===== src/rtl/tl_sram_bridge.sv =====
// TileLink-UL slave endpoint in front of a single-port 64-bit SRAM.
// Holds one transaction at a time: a request is accepted only in IDLE,
// the SRAM is strobed combinationally in the acceptance cycle, and the
// response is kept in a holding register until the D-channel handshake.
module tl_sram_bridge #(
  parameter int SOURCE_WIDTH  = 2,
  parameter int TL_ADDR_WIDTH = 64,
  parameter int SRAM_AW       = 16
) (
  input  logic                     clk_i,
  input  logic                     rst_ni,
  input  logic                     a_valid_i,
  output logic                     a_ready_o,
  input  logic [2:0]               a_opcode_i,
  input  logic [2:0]               a_size_i,
  input  logic [SOURCE_WIDTH-1:0]  a_source_i,
  input  logic [TL_ADDR_WIDTH-1:0] a_address_i,
  input  logic [7:0]               a_mask_i,
  input  logic [63:0]              a_data_i,
  output logic                     d_valid_o,
  input  logic                     d_ready_i,
  output logic [2:0]               d_opcode_o,
  output logic [2:0]               d_size_o,
  output logic [SOURCE_WIDTH-1:0]  d_source_o,
  output logic [63:0]              d_data_o,
  output logic                     d_denied_o,
  output logic                     sram_req_o,
  output logic                     sram_we_o,
  output logic [SRAM_AW-1:0]       sram_addr_o,
  output logic [7:0]               sram_be_o,
  output logic [63:0]              sram_wdata_o,
  input  logic [63:0]              sram_rdata_i
);

  typedef enum logic [1:0] {
    IDLE   = 2'd0,
    RDWAIT = 2'd1,
    RESP   = 2'd2
  } state_e;

  state_e                  state_q, state_d;
  logic [2:0]              d_opcode_q, d_opcode_d;
  logic [2:0]              d_size_q, d_size_d;
  logic [SOURCE_WIDTH-1:0] d_source_q, d_source_d;
  logic [63:0]             d_data_q, d_data_d;
  logic                    d_denied_q, d_denied_d;

  logic       accept;
  logic       is_get;
  logic       opcode_ok;
  logic       denied;
  logic [2:0] align_mask;
  logic       unused_addr;

  // Address bits above the SRAM word range are intentionally ignored.
  assign unused_addr = ^a_address_i[TL_ADDR_WIDTH-1:SRAM_AW+3];

  assign a_ready_o = (state_q == IDLE);
  assign accept    = a_valid_i & a_ready_o;
  assign is_get    = (a_opcode_i == 3'd4);
  assign opcode_ok = (a_opcode_i == 3'd0) | (a_opcode_i == 3'd1) | is_get;

  // Low address bits that must be zero for a naturally aligned transfer.
  always_comb begin
    align_mask = 3'b000;
    case (a_size_i)
      3'd0:    align_mask = 3'b000;
      3'd1:    align_mask = 3'b001;
      3'd2:    align_mask = 3'b011;
      3'd3:    align_mask = 3'b111;
      default: align_mask = 3'b000;
    endcase
  end

  assign denied = ~opcode_ok | (a_size_i > 3'd3) |
                  ((a_address_i[2:0] & align_mask) != 3'b000);

  // SRAM strobe fires in the acceptance cycle only, and never for a denied request.
  assign sram_req_o   = accept & ~denied;
  assign sram_we_o    = ~is_get;
  assign sram_addr_o  = a_address_i[SRAM_AW+2:3];
  assign sram_be_o    = is_get ? 8'hFF : a_mask_i;
  assign sram_wdata_o = a_data_i;

  assign d_valid_o  = (state_q == RESP);
  assign d_opcode_o = d_opcode_q;
  assign d_size_o   = d_size_q;
  assign d_source_o = d_source_q;
  assign d_data_o   = d_data_q;
  assign d_denied_o = d_denied_q;

  // Next-state and response-holding-register update.
  always_comb begin
    state_d    = state_q;
    d_opcode_d = d_opcode_q;
    d_size_d   = d_size_q;
    d_source_d = d_source_q;
    d_data_d   = d_data_q;
    d_denied_d = d_denied_q;
    case (state_q)
      IDLE: begin
        if (accept) begin
          d_opcode_d = is_get ? 3'd1 : 3'd0;
          d_size_d   = a_size_i;
          d_source_d = a_source_i;
          d_denied_d = denied;
          d_data_d   = 64'd0;
          state_d    = (is_get && !denied) ? RDWAIT : RESP;
        end else begin
          state_d = IDLE;
        end
      end
      RDWAIT: begin
        d_data_d = sram_rdata_i;
        state_d  = RESP;
      end
      RESP: begin
        if (d_ready_i) begin
          state_d = IDLE;
        end else begin
          state_d = RESP;
        end
      end
      default: state_d = IDLE;
    endcase
  end

  // State and response registers; reset discards any in-flight transaction.
  always_ff @(posedge clk_i or negedge rst_ni) begin
    if (!rst_ni) begin
      state_q    <= IDLE;
      d_opcode_q <= 3'd0;
      d_size_q   <= 3'd0;
      d_source_q <= '0;
      d_data_q   <= 64'd0;
      d_denied_q <= 1'b0;
    end else begin
      state_q    <= state_d;
      d_opcode_q <= d_opcode_d;
      d_size_q   <= d_size_d;
      d_source_q <= d_source_d;
      d_data_q   <= d_data_d;
      d_denied_q <= d_denied_d;
    end
  end

endmodule


===== config.mk =====
export PLATFORM = sky130hd
export DESIGN_NAME = tl_sram_bridge
export DESIGN_NICKNAME = d
export VERILOG_FILES = /design/src/rtl/tl_sram_bridge.sv
export SDC_FILE = /design/constraint.sdc
export NUM_CORES = 1
export LEC_CHECK = 0
export ABC_AREA = 1
export CORE_AREA = 2 2 148 150
export CTS_BUF_LIST = sky130_fd_sc_hd__clkbuf_2
export CTS_CLUSTER_SIZE = 28
export DETAILED_ROUTE_END_ITERATION = 6
export DIE_AREA = 0 0 150 152
export PLACE_DENSITY = 0.58
export SETUP_SLACK_MARGIN = 0.2
export SLEW_MARGIN = 20
export SYNTH_ARGS = -nofsm -noshare
export SYNTH_HDL_FRONTEND = slang
export SYNTH_SLANG_ARGS = --single-unit

===== constraint.sdc =====
create_clock -name clk_i -period 3 [get_ports clk_i]
set_clock_uncertainty 0.2 [all_clocks]
set_input_delay 0.6 -clock clk_i [delete_from_list [all_inputs] [get_ports clk_i]]
set_output_delay 0.6 -clock clk_i [all_outputs]
set_load 0.01 [all_outputs]

==> results of run 1 <==
[metrics by stage]
| stage | util, % | power [mW] |
|---|---|---|
| 4_1_cts | 24.4 | 2.27 |
| 3_3_place_gp | 23.8 | 1.65 |
| 6_report | 24.6 | 2.19 |
| 5_1_grt | 24.6 | 2.34 |
| 2_1_floorplan | - | 1.43 |
| 3_5_place_dp | 23.8 | 1.65 |
[cell type report]
cell class / instances / share of cell area (%)
diodes: 1 / 0.0477
inverters: 15 / 1.12
flip-flops and latches: 73 / 34.8
well taps: 280 / 6.68
repair buffers: 179 / 34.2
clock buffers: 12 / 1.14
multi-input cells: 245 / 21.1
clock inverters: 4 / 0.835
[state kept, by name (all words and copies together), names as in the netlist]
name        cells
d_denied_o      1
d_opcode_o      1
state_q         2
d_size_o        3
d_source_o      2
d_data_o       64
[worst max-delay path, cell delays in order]
cell and delay, ns:
clkdlybuf4s50_1 0.50, nor2_2 0.06, nand2_2 0.06, buf_2 0.15, clkdlybuf4s50_1 0.54
[logic make-up (layout without fill, tap and decap cells)]
| family | count (synthesis) | in the layout | share of synthesized area, % |
|---|---|---|---|
| AND/OR/NAND/NOR | 240 | 240 | 28.4 |
| other | 1 | 3 | 0.0987 |
| AO/OA/AOI/OAI | 3 | 3 | 0.395 |
| flip-flops | 73 | 73 | 48.1 |
| buffers and inverters | 125 | 210 | 23.0 |
[layout by cell type (no fill, tap or decap)]
master / n
dfrtp_2: 1
dfrtp_1: 72
inv_1: 13
nor2_1: 9
inv_4: 1
nand2_2: 2
bufinv_16: 1
inv_2: 1
buf_12: 1
nor2_4: 1
nand2_4: 1
buf_4: 8
nand2_1: 96
nor2_2: 1
dlygate4sd2_1: 1
dlymetal6s2s_1: 8
clkdlybuf4s50_1: 159
a21oi_1: 1
clkbuf_2: 12
diode_2: 1
o21ai_0: 1
clkinv_1: 1
dlygate4sd3_1: 1
nand3_1: 130
conb_1: 2
buf_2: 1
o21ai_1: 1
clkinv_2: 2
[power by group through the flow]
stage,combinational (mW),sequential (mW),clock (mW)
after floorplan,0.331,1.10,0
after global placement,0.572,1.08,0
after detailed placement,0.570,1.08,0
after CTS,0.575,1.06,0.631
after global routing,0.611,1.07,0.666
final,0.555,1.06,0.576
[path summary, 6_finish.rpt]
check	start	endpoint	slack, ns	cells past startpoint
worst max-delay path	a_opcode_i[1]	sram_we_o	0.29	5
worst min-delay path	rst_ni	d_data_o[4]	0.28	2
min in group clk_i	d_denied_o	d_denied_o	0.31	2
worst max register to register	state_q[0]	d_data_o[55]	0.95	5
max in group asynchronous	rst_ni	d_data_o[59]	1.71	3
worst min register to register	d_denied_o	d_denied_o	0.31	2
[what timing repair did]
item                                    in CTS  in global routing
resized for setup                            3                 10
endpoints found under the setup margin       9                  8
hold endpoints to repair                    27                  0
hold buffers                                 1                  0
setup buffers                                0                  3
pin swaps                                    0                  2
[layer usage]
layer  wire, um  up-vias  global-route usage, %
li1           -     1508                      -
met1       4990     1521                   12.0
met2       5410      138                   16.8
met3        913       56                   2.82
met4        546        0                   7.05
met5          0        -                      0
==> metrics.md, run 1 <==
| Metric | Value |
|---|---|
| Syn. warnings | 0 |
| Non-Filler Instances | ~810 |
| Cell area power density | approximately 420 nW/um2 |
| Max_slew headroom | 44.1% |
| Area of the multi-input gates | between 1000 and 1500 um2 |
| Max clock buf depth | 2 |
| Worst-path maximum fanout | 5 |
| Slew Limit Fails | 0 |
| Setup_tns | 0 ns |
| Synth unique cells | 16 |
| Arrival time at the worst endpoint | between 1.5 and 2 ns |
| Average size of a mapped cell | 8.60 um2 |
| Internal | around 1.5 mW |
| Clock Power Share | between 20% and 30% |
| F_max | ~0.37 GHz |
| Placed Cells | approximately 800 |
| Seq/Total Area, Yosys | around half |
| Hold Slack | 0.283 ns |
| Die height | 152 um |
| Root buffer cell | clkbuf_2 |
| Post-Place Cell Area | between 5000 and 6000 um2 |
| Count of final setup violators | 0 |
| Number of enable flip-flop cells after synthesis | 0 |
| Port bufs | around 170 |
| RSZ-0062 raised after global routing | false |
| Synth area leader | dfrtp_1 |
| Clock buffer count from CTS | 9 |
| Total detailed-routing wirelength | about 12 mm |
| Pin count of the biggest net entering global routing | 73 |
| CTS tree | yes |
| Post-Syn Area | roughly 3800 um2 |
| Place WS | between 0.1 and 0.15 ns |
| CP endpoint kind | primary output |
| Row cnt | 54 |
| Synth top area share | approximately half |
| Antenna viol nets, final | 0 |
| Initial antenna violation count | 1 |
| Sequential share of power | around half |
| Layout area overhead | 38.1% |
| Most common cell in the netlist | nand3_1 |
| Io pins | 377 |
| Worst-Skew Late Latency | between 0.5 and 0.6 ns |
| Period utilisation layout | around 90% |
| First-pass GRT wire length | 18.1 mm |
| Gr usage total | a little over a tenth |
| Logic pwr share | about a quarter |
| DR vias | 3223 |
| Mapped Cells | between 400 and 500 |
| Main flop type after synthesis | dfrtp_1 |
| Die Wd | about 150 um |
| CTS sink cnt | 73 |
| DP HPWL | about 7.4 mm |
| Sequential Area | about 1800 um2 |
| Worst EP required | 2.20 ns |
| Total gr overflow | 0 |
| Core Region | around 21000 um2 |
| Initial DRC count | 102 |
| P_sw | a little over 0.7 mW |
| Layout fillers | between 2000 and 2500 |
| Status | finished clean |
| Max H-tree Level | 3 |
| Startpoint Class | input port |
| Initial core utilization | between 10% and 20% |
| Routability Congestion | 0.703 |
| Crit Path Class | input port to primary output |
| Net Sw Frac | approximately a third |
| Worst-margin pin slew | 0.839 ns |
| Die footprint | 22800 um2 |
| P_leak | roughly 2.6 nW |
| Wire length per cell | between 10 and 15 um |
| Final instance area | 5250 um2 |
| Vias in the first global route | ~3200 |
| Post-synth top cells | 130 x nand3_1, 97 x nand2_1, 92 x buf_4 |
| Final setup margin | roughly 0.29 ns |
| Number of synthesized register bits | between 70 and 80 |
| Area contributors post-synth | dfrtp_1 48%, buf_4 18%, nand3_1 17%, nand2_1 9.6%, buf_6 1.8% |
| VDD IR max | ~0.34 mV |
| Fraction of layout cells with a size suffix above 1 | between 6 and 7% |
| Max cap viols | 0 |
| Crit path time final | 2.71 ns |
| DR vias/cell | approximately 4.0 |
| First-pass DRT Iterations | 4 |
| Type of the most critical hold path | input port to async pin |
| Synth async-reset ratio | between 90% and 100% |
| Clk slew on worst S/H paths | approximately 0.21 ns |
| DRC | 0 |
| Final Hold Vio Count | 0 |
| Nets@finish | between 700 and 800 |
No activity file was read; power rests on OpenSTA's default activity.
==> run 2, diff against run 1 <==
- PLACE_DENSITY: 0.58 -> not set
- clock period: 3 -> 3.07 ns (I/O delays scaled with it)
==> run 2 against run 1 <==
- flip-flop and latch count unchanged
- critical path depth stayed put
- cell count is 0.25% lower
- worst hold slack better by 0.026 ns
- setup slack worse by 0.031 ns
- count of clock-buffer cells in the layout decreased by 2
- non-clock buffer count decreased by 2
- wire length is 2.5% lower
- largest cell class unchanged
- highest routed layer unchanged
==> metrics.md, run 2 (synthesis gave the netlist of run 1 again) <==
| Metric | Value |
|---|---|
| F_max | about 0.36 GHz |
| Pin count of the biggest net entering global routing | 73 |
| Die footprint | around 23000 um2 |
| Vias in the first global route | between 3000 and 4000 |
| RSZ-0062 raised after global routing | true |
| Final Hold Vio Count | 0 |
| Count of final setup violators | 0 |
| Initial DRC count | approximately 120 |
| Startpoint Class | input port |
| Crit Path Class | input port to primary output |
| Row cnt | 54 |
| Worst Setup SP | a_opcode_i[0] |
| Max reg flops | between 60 and 70 |
| Routability Congestion | around 0.7 |
| Worst-Skew Late Latency | between 0.5 and 0.6 ns |
| Hold Slack | just over 0.3 ns |
| Clk slew on worst S/H paths | ~0.22 ns |
| Initial antenna violation count | 1 |
| Initial core utilization | ~18% |
| DR vias/cell | 3.98 |
| Worst EP required | 2.26 ns |
| Crit-path cells | clkdlybuf4s50_1 -> nor2_4 -> nand2_4 -> nand2_1 -> clkdlybuf4s50_1 |
| CP endpoint kind | primary output |
| Clock buffer count from CTS | 9 |
| DP HPWL | about 7.6 mm |
| R2R setup slack | approximately 0.93 ns |
| Commonest non-fill, non-tap cell in the layout | clkdlybuf4s50_1 |
| Nets@finish | about 730 |
| Max cap viols | 0 |
| Top Family by Delay on Critical Path | buffers and inverters |
| Max clock buf depth | 2 |
| VDD IR max | ~0.22 mV |
| Total detailed-routing wirelength | 11.6 mm |
| Max H-tree Level | 3 |
| Worst-margin pin slew | 0.808 ns |
| R2r endpoint | d_data_o[53] |
| Layout area overhead | 38.8% |
| Core Region | 21400 um2 |
| DR vias | between 3000 and 4000 |
| Setup crit end | sram_be_o[5] |
| Most frequent cells in the layout | 166 x clkdlybuf4s50_1, 130 x nand3_1, 96 x nand2_1, 72 x dfrtp_1, 13 x inv_1 |
| Arrival time at the worst endpoint | around 2 ns |
| Fraction of layout cells with a size suffix above 1 | 5.89% |
| CTS tree | yes |
| Status | finished clean |
| Wire length per cell | 14.3 um |
| Worst path slowest cell | clkdlybuf4s50_1 |
| CTS sink cnt | 73 |
| First-pass GRT wire length | roughly 18 mm |
| Max_slew headroom | 46.1% |
| Crit path time final | 2.82 ns |
| Hold Path Depth | 2 |
| Port bufs | around 170 |
| Antenna viol nets, final | 0 |
| Cell area power density | 434 nW/um2 |
| DRC | 0 |
| Period utilisation layout | around nine tenths |
| Die height | ~150 um |
| Total gr overflow | 0 |
| Worst-path maximum fanout | 10 |
| Worst R2R Start | state_q[0] |
| First-pass DRT Iterations | 4 |
| Levels on crit path | 5 |
| Max stage delay on crit path | 0.54 ns |
| Gr usage total | 10.0% |
| Type of the most critical hold path | register to register |
| R2R cell count | 6 |
| Slew Limit Fails | 0 |
| Die Wd | 150 um |
| CP most frequent cell | clkdlybuf4s50_1 |
| P_leak | approximately 2.5 nW |
| Worst Path Buf+Inv | 2 |
| Setup_tns | 0 ns |
| Root buffer cell | clkbuf_2 |
| Io pins | 377 |
[run 2: cell types whose count changed in the layout (fill, tap and decap cells not counted), moves of 2 or more]
cell             change
clkbuf_2             -2
bufinv_16            +2
clkdlybuf4s50_1      +7
dlymetal6s2s_1       -7
[run 2: through the flow]
| stage | instances | setup slack, ns | util, % | power (mW) | area [um2] |
|---|---|---|---|---|---|
| after global placement | 788 | 0.127 | 23.8 | 1.61 | 5080 |
| after detailed placement | 788 | 0.121 | 23.8 | 1.61 | 5080 |
| after global routing | 807 | 0.193 | 24.7 | 2.44 | 5280 |
| final | 807 | 0.254 | 24.7 | 2.29 | 5280 |
| after CTS | 806 | 0.160 | 24.6 | 2.38 | 5260 |
| after floorplan | 443 | 1.16 | - | 1.40 | 3800 |
[run 2: layout make-up]
cell class                      count  area (um2)
Multi-Input combinational cell    245        1120
Inverter                           15        56.3
Tap cell                          280         350
Sequential cell                    73        1830
Antenna cell                        1        2.50
Clock inverter                      6         106
Timing Repair Buffer              177        1770
Fill cell                        2360       16100
Clock buffer                       10        50.0
[run 2: where the power goes]
| part | switching (mW) | internal [mW] | total (mW) |
|---|---|---|---|
| Combinational | 0.292 | 0.246 | 0.538 |
| Sequential | 0.0281 | 1.01 | 1.04 |
| Clock | 0.365 | 0.350 | 0.715 |
| Total | 0.685 | 1.61 | 2.29 |
[run 2: how the worst min path moves through the flow]
stage                   from             to
2_1_floorplan         rst_ni    d_data_o[0]
3_3_place_gp     d_size_o[0]    d_size_o[0]
3_5_place_dp     d_size_o[0]    d_size_o[0]
4_1_cts               rst_ni   d_data_o[61]
5_1_grt               rst_ni   d_data_o[61]
6_report       d_source_o[0]  d_source_o[0]
[run 2: layer usage]
metal | vias up | GRT usage (%) | wire length, um
met5 | - | 0 | 0
met4 | 0 | 6.83 | 535
met3 | 46 | 2.70 | 880
met2 | 164 | 15.9 | 5340
met1 | 1501 | 11.7 | 4800
li1 | 1501 | - | -
[run 2: repair_timing]
action                                  in CTS  in global routing
setup buffers                                1                  0
hold endpoints to repair                    34                  0
pin swaps                                    0                  1
hold buffers                                 1                  0
resized for setup                            2                  4
endpoints found under the setup margin       9                  9
[run 2: worst register-to-register path: cells and delay by family (launching register included)]
kind | cells | cell delay [ns]
buf+inv | 3 | 1.04
flops | 1 | 0.43
simple gates | 3 | 0.35
